`src/rtl/seq_multiplier_pkg.sv`:
```
// Shared definitions for the sequential shift-add multiplier.
//   DEFAULT_WIDTH : default operand width
//   state_e       : controller state encoding
package seq_multiplier_pkg;

    localparam int unsigned DEFAULT_WIDTH = 16;

    typedef enum logic [1:0] {
        ST_IDLE = 2'b00,
        ST_RUN  = 2'b01,
        ST_DONE = 2'b10
    } state_e;

endpackage : seq_multiplier_pkg

```
`src/rtl/add_nbit.sv`:
```
// Parametrised ripple-carry adder with carry-out.
// Ports:
//   a_i, b_i  : WIDTH-bit addends
//   cin_i     : carry in
//   sum_c_o   : WIDTH-bit sum (combinational)
//   cout_c_o  : carry out (combinational)
module add_nbit #(
    parameter int unsigned WIDTH = 16
) (
    input  logic [WIDTH-1:0] a_i,
    input  logic [WIDTH-1:0] b_i,
    input  logic             cin_i,
    output logic [WIDTH-1:0] sum_c_o,
    output logic             cout_c_o
);

    logic [WIDTH:0] carry;

    // Bit-serial carry chain
    always_comb begin
        carry    = '0;
        sum_c_o  = '0;
        carry[0] = cin_i;
        for (int i = 0; i < int'(WIDTH); i++) begin
            sum_c_o[i]  = a_i[i] ^ b_i[i] ^ carry[i];
            carry[i+1]  = (a_i[i] & b_i[i]) | (carry[i] & (a_i[i] ^ b_i[i]));
        end
        cout_c_o = carry[WIDTH];
    end

endmodule : add_nbit

```
`src/rtl/seq_multiplier.sv`:
```
// Sequential shift-add multiplier, one partial product per cycle.
// Signed operands are converted to magnitudes at start; the sign is
// re-applied in the DONE cycle. Fixed latency WIDTH+1 cycles from the
// accepting edge to the done pulse.
// Ports:
//   clk, reset    : clock, synchronous active-high reset
//   start         : launch request, honoured only in IDLE
//   signed_mode   : 1 = two's-complement operands
//   x, y          : multiplicand, multiplier
//   busy          : high while iterating
//   done          : one-cycle result-valid pulse
//   product       : 2*WIDTH-bit result, held
//   overflow      : result does not fit WIDTH bits in the selected mode
module seq_multiplier
    import seq_multiplier_pkg::*;
#(
    parameter int unsigned WIDTH = DEFAULT_WIDTH,
    parameter int unsigned CNT_W = $clog2(WIDTH + 1)
) (
    input  logic               clk,
    input  logic               reset,
    input  logic               start,
    input  logic               signed_mode,
    input  logic [WIDTH-1:0]   x,
    input  logic [WIDTH-1:0]   y,
    output logic               busy,
    output logic               done,
    output logic [2*WIDTH-1:0] product,
    output logic               overflow
);

    localparam int unsigned PW = 2 * WIDTH;

    state_e             state_q, state_d;
    logic [CNT_W-1:0]   cnt_q, cnt_d;
    logic [WIDTH-1:0]   mcand_q, mcand_d;
    logic [WIDTH-1:0]   mult_q, mult_d;
    logic [WIDTH-1:0]   acc_q, acc_d;
    logic               neg_q, neg_d;
    logic               smode_q, smode_d;
    logic               busy_q, busy_d;
    logic               done_q, done_d;
    logic [PW-1:0]      product_q, product_d;
    logic               overflow_q, overflow_d;

    logic [WIDTH-1:0]   addend_c;
    logic [WIDTH-1:0]   add_sum_c;
    logic               add_cout_c;
    logic [WIDTH:0]     step_c;
    logic [WIDTH-1:0]   x_mag_c;
    logic [WIDTH-1:0]   y_mag_c;
    logic [PW-1:0]      mag_c;
    logic [PW-1:0]      result_c;
    logic               ovf_c;

    // Partial product: add multiplicand only when multiplier LSB is set
    assign addend_c = mult_q[0] ? mcand_q : '0;

    add_nbit #(
        .WIDTH (WIDTH)
    ) u_add (
        .a_i      (acc_q),
        .b_i      (addend_c),
        .cin_i    (1'b0),
        .sum_c_o  (add_sum_c),
        .cout_c_o (add_cout_c)
    );

    assign step_c = {add_cout_c, add_sum_c};

    // Operand magnitudes; the most negative value maps onto 2^(WIDTH-1)
    assign x_mag_c = (signed_mode && x[WIDTH-1]) ? (~x + WIDTH'(1)) : x;
    assign y_mag_c = (signed_mode && y[WIDTH-1]) ? (~y + WIDTH'(1)) : y;

    // Sign restore, skipped for a zero magnitude so -0 never appears
    assign mag_c    = {acc_q, mult_q};
    assign result_c = (neg_q && (mag_c != '0)) ? (~mag_c + PW'(1)) : mag_c;

    // Overflow: upper half must be a pure extension of the lower half
    always_comb begin
        ovf_c = 1'b0;
        if (smode_q) begin
            ovf_c = !((result_c[PW-1:WIDTH-1] == '0) ||
                      (result_c[PW-1:WIDTH-1] == '1));
        end else begin
            ovf_c = (result_c[PW-1:WIDTH] != '0);
        end
    end

    // Next-state and datapath update
    always_comb begin
        state_d    = state_q;
        cnt_d      = cnt_q;
        mcand_d    = mcand_q;
        mult_d     = mult_q;
        acc_d      = acc_q;
        neg_d      = neg_q;
        smode_d    = smode_q;
        busy_d     = 1'b0;
        done_d     = 1'b0;
        product_d  = product_q;
        overflow_d = overflow_q;

        unique case (state_q)
            ST_IDLE: begin
                if (start) begin
                    mcand_d    = x_mag_c;
                    mult_d     = y_mag_c;
                    acc_d      = '0;
                    cnt_d      = '0;
                    neg_d      = signed_mode & (x[WIDTH-1] ^ y[WIDTH-1]);
                    smode_d    = signed_mode;
                    product_d  = '0;
                    overflow_d = 1'b0;
                    busy_d     = 1'b1;
                    state_d    = ST_RUN;
                end
            end
            ST_RUN: begin
                // Shift {carry,sum,mult} right by one
                acc_d  = step_c[WIDTH:1];
                mult_d = {step_c[0], mult_q[WIDTH-1:1]};
                cnt_d  = cnt_q + CNT_W'(1);
                busy_d = 1'b1;
                if (cnt_q == CNT_W'(WIDTH - 1)) begin
                    busy_d  = 1'b0;
                    state_d = ST_DONE;
                end
            end
            ST_DONE: begin
                product_d  = result_c;
                overflow_d = ovf_c;
                done_d     = 1'b1;
                cnt_d      = '0;
                state_d    = ST_IDLE;
            end
            default: begin
                state_d = ST_IDLE;
            end
        endcase
    end

    // State and output registers
    always_ff @(posedge clk) begin
        if (reset) begin
            state_q    <= ST_IDLE;
            cnt_q      <= '0;
            mcand_q    <= '0;
            mult_q     <= '0;
            acc_q      <= '0;
            neg_q      <= 1'b0;
            smode_q    <= 1'b0;
            busy_q     <= 1'b0;
            done_q     <= 1'b0;
            product_q  <= '0;
            overflow_q <= 1'b0;
        end else begin
            state_q    <= state_d;
            cnt_q      <= cnt_d;
            mcand_q    <= mcand_d;
            mult_q     <= mult_d;
            acc_q      <= acc_d;
            neg_q      <= neg_d;
            smode_q    <= smode_d;
            busy_q     <= busy_d;
            done_q     <= done_d;
            product_q  <= product_d;
            overflow_q <= overflow_d;
        end
    end

    assign busy     = busy_q;
    assign done     = done_q;
    assign product  = product_q;
    assign overflow = overflow_q;

endmodule : seq_multiplier

```
`config.mk`:
```
export PLATFORM = sky130hd
export DESIGN_NAME = seq_multiplier
export DESIGN_NICKNAME = d
export VERILOG_FILES = /design/src/rtl/seq_multiplier_pkg.sv /design/src/rtl/add_nbit.sv /design/src/rtl/seq_multiplier.sv
export SDC_FILE = /design/constraint.sdc
export NUM_CORES = 1
export LEC_CHECK = 0
export BUFFER_PORTS_ARGS = -buffer_cell sky130_fd_sc_hd__buf_2
export CAP_MARGIN = 20
export CORE_ASPECT_RATIO = 0.5
export CORE_UTILIZATION = 30
export DETAILED_ROUTE_END_ITERATION = 10
export MAX_ROUTING_LAYER = met4
export SETUP_SLACK_MARGIN = 0.3
export SYNTH_ARGS = -nofsm -noshare
export SYNTH_HDL_FRONTEND = slang
export SYNTH_SLANG_ARGS = --single-unit
```
`constraint.sdc`:
```
create_clock -name clk -period 6.5 [get_ports clk]
set_clock_uncertainty 0.05 [all_clocks]
set_input_delay 0.325 -clock clk [delete_from_list [all_inputs] [get_ports clk]]
set_output_delay 0.325 -clock clk [all_outputs]
set_load 0.01 [all_outputs]
```
; ---- Word level (Yosys, flattened, before mapping)
; Index checks and enable logic that the tools add are counted.
[classes]
reduce_logical = 17
bitwise = 82
n_eq_ne = 6
mux = 22
addsub = 4
[op_table]
columns = cell, count
row1 = two-way mux 16 bit, 5
row2 = two-way mux 32 bit, 2
row3 = case mux 16 bit (2 select lines), 2
row4 = case mux 32 bit (2 select lines), 1
row5 = "adder 16 x 1 -> 16 bit, second input constant", 2
row6 = "adder 32 x 1 -> 32 bit, second input constant", 1
row7 = AND 1 bit, 32
row8 = inverter 16 bit, 2
row9 = inverter 32 bit, 1
row10 = nonzero test 32 bit, 1
row11 = bitwise XOR 1 bit, 32
row12 = "== test 17 bit, second input constant", 1
row13 = logical NOT 17 bit, 1
row14 = nonzero test 16 bit, 1
row15 = bitwise OR 1 bit, 15
row16 = case mux 5 bit (3 select lines), 1
row17 = AND reduction 2 bit, 5
row18 = "adder 5 x 1 -> 5 bit, second input constant", 1
row19 = "== test 5 x 4 -> 1 bit, second input constant", 1
row20 = two-way mux 1 bit, 5
row21 = two-way mux 5 bit, 1
row22 = two-way mux 2 bit, 2
row23 = "inequality test 2 bit, second input constant", 2
row24 = case mux 1 bit (2 select lines), 2
row25 = 9 further kinds, 12
[word_totals]
output_inout_bits = 35
ff_bits = 92
word_cells = 142
input_bits = 36

; ---- Longest topological paths before layout
[logic_depth]
ltp_word = 33
ltp_mapped = 24
ltp_nobuf = 23

; ---- Hierarchy
; Synthesis repeated with hierarchy kept, for this count alone.
[unflattened]
hier_cells = 683
hier_area_um2 = 5420.2
[modules_own_cells]
columns = mod, cells_per_inst, n_inst, seq_area_each_um2, area_per_inst_um2
row1 = seq_multiplier, 657, 1, 1841.8, 5062.4
row2 = add_nbit, 26, 1, 0.0, 357.8

; ---- Worst setup path before layout
; Ideal clock, no wire load.
[synth_timing]
path_type = register -> register
startpoint = register mult_q[0]
endpoint = register acc_q[14]
period_less_slack_ns = 6.723
t_required_ns = 6.322
stages_incl_launch_ff = 25
setup_slack_ns = -0.223
n_path_buf = 1
arrival_ns = 6.545
path_cell_list = dfxtp_1 -> buf_2 -> and2_1 -> ha_1 -> inv_1 -> fa_1 -> fa_1 -> fa_1 -> fa_1 -> fa_1 -> fa_1 -> fa_1 -> fa_1 -> fa_1 -> fa_1 -> fa_1 -> fa_1 -> fa_1 -> inv_1 -> fa_1 -> inv_1 -> fa_1 -> nor2_1 -> a21oi_1 -> nor2_1
[synth_between]
elab_chain_len = 32
word_cells_on_any_way = 61
[synth_lines]
columns = element, line_no
row1 = "start, declared", seq_multiplier.sv:37  ; logic [WIDTH-1:0] mult_q, mult_d;
row2 = "start signal, assigned", seq_multiplier.sv:161  ; mult_q <= mult_d;
row3 = two-way mux 16 bit (*), seq_multiplier.sv:57  ; assign addend_c = mult_q[0] ? mcand_q : '0;
row4 = AND 1 bit or bitwise XOR 1 bit (tied branches), add_nbit.sv:26  ; carry[i+1] = (a_i[i] & b_i[i]) | (carry[i] & (a_i[i] ^ b_i[i]));
row5 = AND 1 bit, add_nbit.sv:26
row6 = bitwise OR 1 bit, add_nbit.sv:26
row7 = AND 1 bit, add_nbit.sv:26
row8 = bitwise OR 1 bit, add_nbit.sv:26
row9 = AND 1 bit, add_nbit.sv:26
row10 = bitwise OR 1 bit, add_nbit.sv:26
row11 = [16 not listed], --
row12 = AND 1 bit, add_nbit.sv:26
row13 = bitwise OR 1 bit, add_nbit.sv:26
row14 = AND 1 bit, add_nbit.sv:26
row15 = bitwise OR 1 bit, add_nbit.sv:26
row16 = AND 1 bit, add_nbit.sv:26
row17 = bitwise OR 1 bit, add_nbit.sv:26
row18 = bitwise XOR 1 bit (*), add_nbit.sv:25  ; sum_c_o[i] = a_i[i] ^ b_i[i] ^ carry[i];
row19 = case mux 16 bit (2 select lines) (*), seq_multiplier.sv:104  ; unique case (state_q)
row20 = "end signal, assigned", seq_multiplier.sv:150  ; acc_q <= '0;
row21 = "end signal, assigned", seq_multiplier.sv:162  ; acc_q <= acc_d;
row22 = "end, declared", seq_multiplier.sv:38  ; logic [WIDTH-1:0] acc_q, acc_d;
; Every way passes the cells marked *; elsewhere a longest branch is shown, timed or not.
; A chain may end at the register's enable or synchronous reset.

; ---- Worst setup path in the final report
; Ends and elaborated chain as after synthesis.

==> results by group <==
Pwr
  • Tot Pwr: about 1.4 mW
  • Pwr/cell area: ~220 mW/mm^2
  • Sequential power share: between 40 and 50%
  • Switching Power: 386 uW
  • Int Pwr: 970 uW
  • Clk pwr share: between 30% and 40%
  • Combinational power share: between 10% and 20%
  • Leak: approximately 2.3 nW
  • Switching Share: approximately 28%
  • Max VDD drop: roughly 0.11 mV

Outcome
  • Outcome: finished, final reports clean

Setup path
  • CP Launch Point: mult_q[0]
  • CP bufs+invs: 3
  • Crit-path max FO: 3
  • CP cell instances: and2_4, ha_4, inv_2, fa_2, fa_2, fa_2, fa_2, fa_2, fa_2, fa_2, fa_2, fa_2, fa_2, fa_2, fa_2, fa_2, inv_2, fa_2, inv_2, fa_2, nor2_1, a21oi_1, nor2_1
  • Critical path required time: around 6700 ps
  • Worst setup EP type: flip-flop
  • CP max stage cell: fa_2
  • WS Path Type: reg2reg
  • Largest delay share family, worst path: adder cells
  • Crit-path max cell delay: around 500 ps
  • Critical Path AT: between 6000 and 7000 ps
  • Startpoint types: flip-flop
  • Most used cell, CP: fa_2
  • Worst r2r src: mult_q[0]

Layout
  • Commonest non-fill, non-tap cell in the layout: nor2_1
  • Layout Nets: 788
  • Synth-to-Final Area Change: 15.9%
  • Most frequent cells in the layout: nor2_1, dfxtp_1, nand2_1, buf_2, a21oi_1
  • Design area: ~0.0062 sq mm
  • Fill cell count: around 1800
  • Layout cells sized above 1: 17.0%

Floorplanning
  • Die width: between 150 and 200 um
  • Die height: roughly 97 um
  • I/O pin cnt: 71
  • Starting Density: 30.8%
  • Core area: about 0.017 sq mm
  • Die area: between 0.015 and 0.02 sq mm
  • Row cnt: 34

GRT
  • First-pass GRT wire length: ~24 mm
  • Vias in the first global route: 4319
  • Largest net degree at the start of global routing: 61
  • Grt total ovfl: 0
  • Initial antenna violation count: 7
  • Global Route Usage Sum: 16.4%

Clock network
  • CTS H-tree lvls: 3
  • # hold bufs at CTS: 0
  • Worst-Skew Late Latency: about 340 ps
  • Setup Buffers After CTS: 0
  • Clk slew on worst S/H paths: approximately 60 ps
  • CTS buffer count: 9
  • Root buffer cell: clkbuf_16
  • CTS sink cnt: 92
  • CTS tree: yes
  • Max clock buf depth: 2

Timing
  • RSZ-0062 raised after global routing: true
  • Max Freq: between 150 and 200 MHz
  • Max_slew headroom: approximately two fifths
  • Setup tns final: 0 ps
  • Slew @ Worst Pin: ~900 ps
  • Fin crit share: 96.7%
  • Final Worst Setup Slack: around 220 ps
  • Final setup violation count: 0
  • Hold WS: 191 ps
  • Fin. Hold Viols: 0
  • Slew Limit Fails: 0
  • Final min period: about 6300 ps

Place
  • Detail Placement HPWL: 11.1 mm
  • Port Buf Inserts: 70
  • Dpl cell area: between 0.005 and 0.006 sq mm
  • Setup Slack @ Placement: 177 ps
  • Final GP Congestion: 0.892

Hold path
  • Worst hold start: x[0]
  • Hold Crit Class: in2reg

Synth
  • Syn Nets: about 750
  • Synth Instances: approximately 690
  • Warnings, synthesis: 0
  • Synth Register Bits: between 90 and 100
  • EDFF count, synth: 0
  • Ys flop type: dfxtp_1
  • Syn avg cell area: roughly 7.8 sq um
  • Sequential share of the synthesized area: between 30% and 40%
  • Async S/R FF share, synth: 0%
  • Unique masters post-synth: 56
  • Mapped cell area: 0.00539 sq mm

Flow run
  • # Max-Cap Violations: 0

Detailed routing
  • Post-route DRC: 0
  • DRT met1 WL: between 8 and 9 mm
  • Vias per cell: 4.97
  • DR top layer: met4
  • DR vias: 4855
  • WL per Instance: ~15 um
  • WL final: roughly 14 mm
  • TritonRoute pass-1 iters: 5
  • Number of DRC markers in iteration 0: about 330
  • Metal3 WL: 944 um
  • Routed Antenna Nets: 0
  • Routed length on met2: about 5.2 mm
## synth_stat cells, drive strengths merged, types with 2 or more instances
master | instances | area (sq um)
a21oi | 53 | 265
nor2 | 114 | 428
nand3 | 18 | 90.1
a22o | 7 | 61.3
a31oi | 9 | 56.3
nand2 | 78 | 293
a22oi | 3 | 22.5
o21ai | 47 | 235
dfxtp | 92 | 1840
a311oi | 3 | 26.3
nand4 | 8 | 65.1
a32oi | 3 | 26.3
a211oi | 23 | 173
or4 | 5 | 41.3
mux2i | 2 | 20.0
and2 | 5 | 31.3
buf | 10 | 63.8
nor4 | 15 | 130
o41ai | 6 | 67.6
nor3 | 8 | 40.0
ha | 6 | 75.1
xnor2 | 25 | 219
o31ai | 10 | 88.8
o21bai | 4 | 30.0
clkbuf | 39 | 146
nand2b | 5 | 31.3
inv | 27 | 101
xor2 | 26 | 228
nor3b | 4 | 30.0
o31a | 3 | 26.3
fa | 15 | 300
or3 | 6 | 42.5
## sequential cells by signal, summed over array words and instances, names as in the netlist, 2 cells and up
name and count:
acc_q 16, mult_q 16, state_q 2, mcand_q 16, cnt_q 5, product 32
## final cells by class
cell class	instances	area (sq um)	share of cell area (%)
Inverter	28	105	1.68
Timing Repair Buffer	77	403	6.45
Clock buffer	12	246	3.94
Antenna cell	7	17.5	0.280
Tap cell	234	293	4.69
Multi-Input combinational cell	523	3290	52.7
Sequential cell	92	1840	29.5
Clock inverter	4	48.8	0.781
## metal layers
layer  GRT usage [%]  vias to the layer above
met2            19.8                      115
met4            3.91                        0
met5               -                        -
li1                -                     2491
met1            25.7                     2238
met3            4.64                       11
## path summary, 6_finish.rpt
check | end | slack, ps | cells past startpoint
setup reg to reg | acc_q[14] | 220 | 23
setup / recovery | acc_q[14] | 220 | 23
hold / removal | mcand_q[0] | 190 | 3
hold reg to reg | product[4] | 400 | 2
## power groups by stage
stage	clock network, mW	registers (mW)	logic, mW
after detailed placement	0	0.626	0.210
after global routing	0.568	0.617	0.237
final	0.531	0.614	0.212
after global placement	0	0.625	0.209
after floorplan	0	0.607	0.171
after CTS	0.543	0.613	0.211
## worst reg2reg max path, delay by kind of cell (launching register included)
family / cells / cell delay (ps)
buffers and inverters: 3 / 120
DFF: 1 / 330
and+or+nand+nor: 3 / 230
AOI/OAI and AO/OA: 1 / 130
adders and majority gates: 16 / 5270
## what timing repair did
| item | in CTS | in global routing |
|---|---|---|
| pin swaps | 1 | 2 |
| resized for setup | 1 | 11 |
| setup endpoints to repair | 1 | 3 |
| cloned | 0 | 0 |
## stage by stage
step | instances | util [%]
after floorplan | 692 | -
after global placement | 954 | 33.8
after detailed placement | 954 | 33.8
after CTS | 970 | 35.5
after global routing | 977 | 35.7
final | 977 | 35.7
## cells by family after synthesis
group,synth area share [%]
mux,0.371
buf+inv,5.85
xor+xnor,8.29
compound gates,21.0
simple gates,23.3
fa+ha+maj,6.96
flops,34.2
Power figures use the tool's default switching activity.
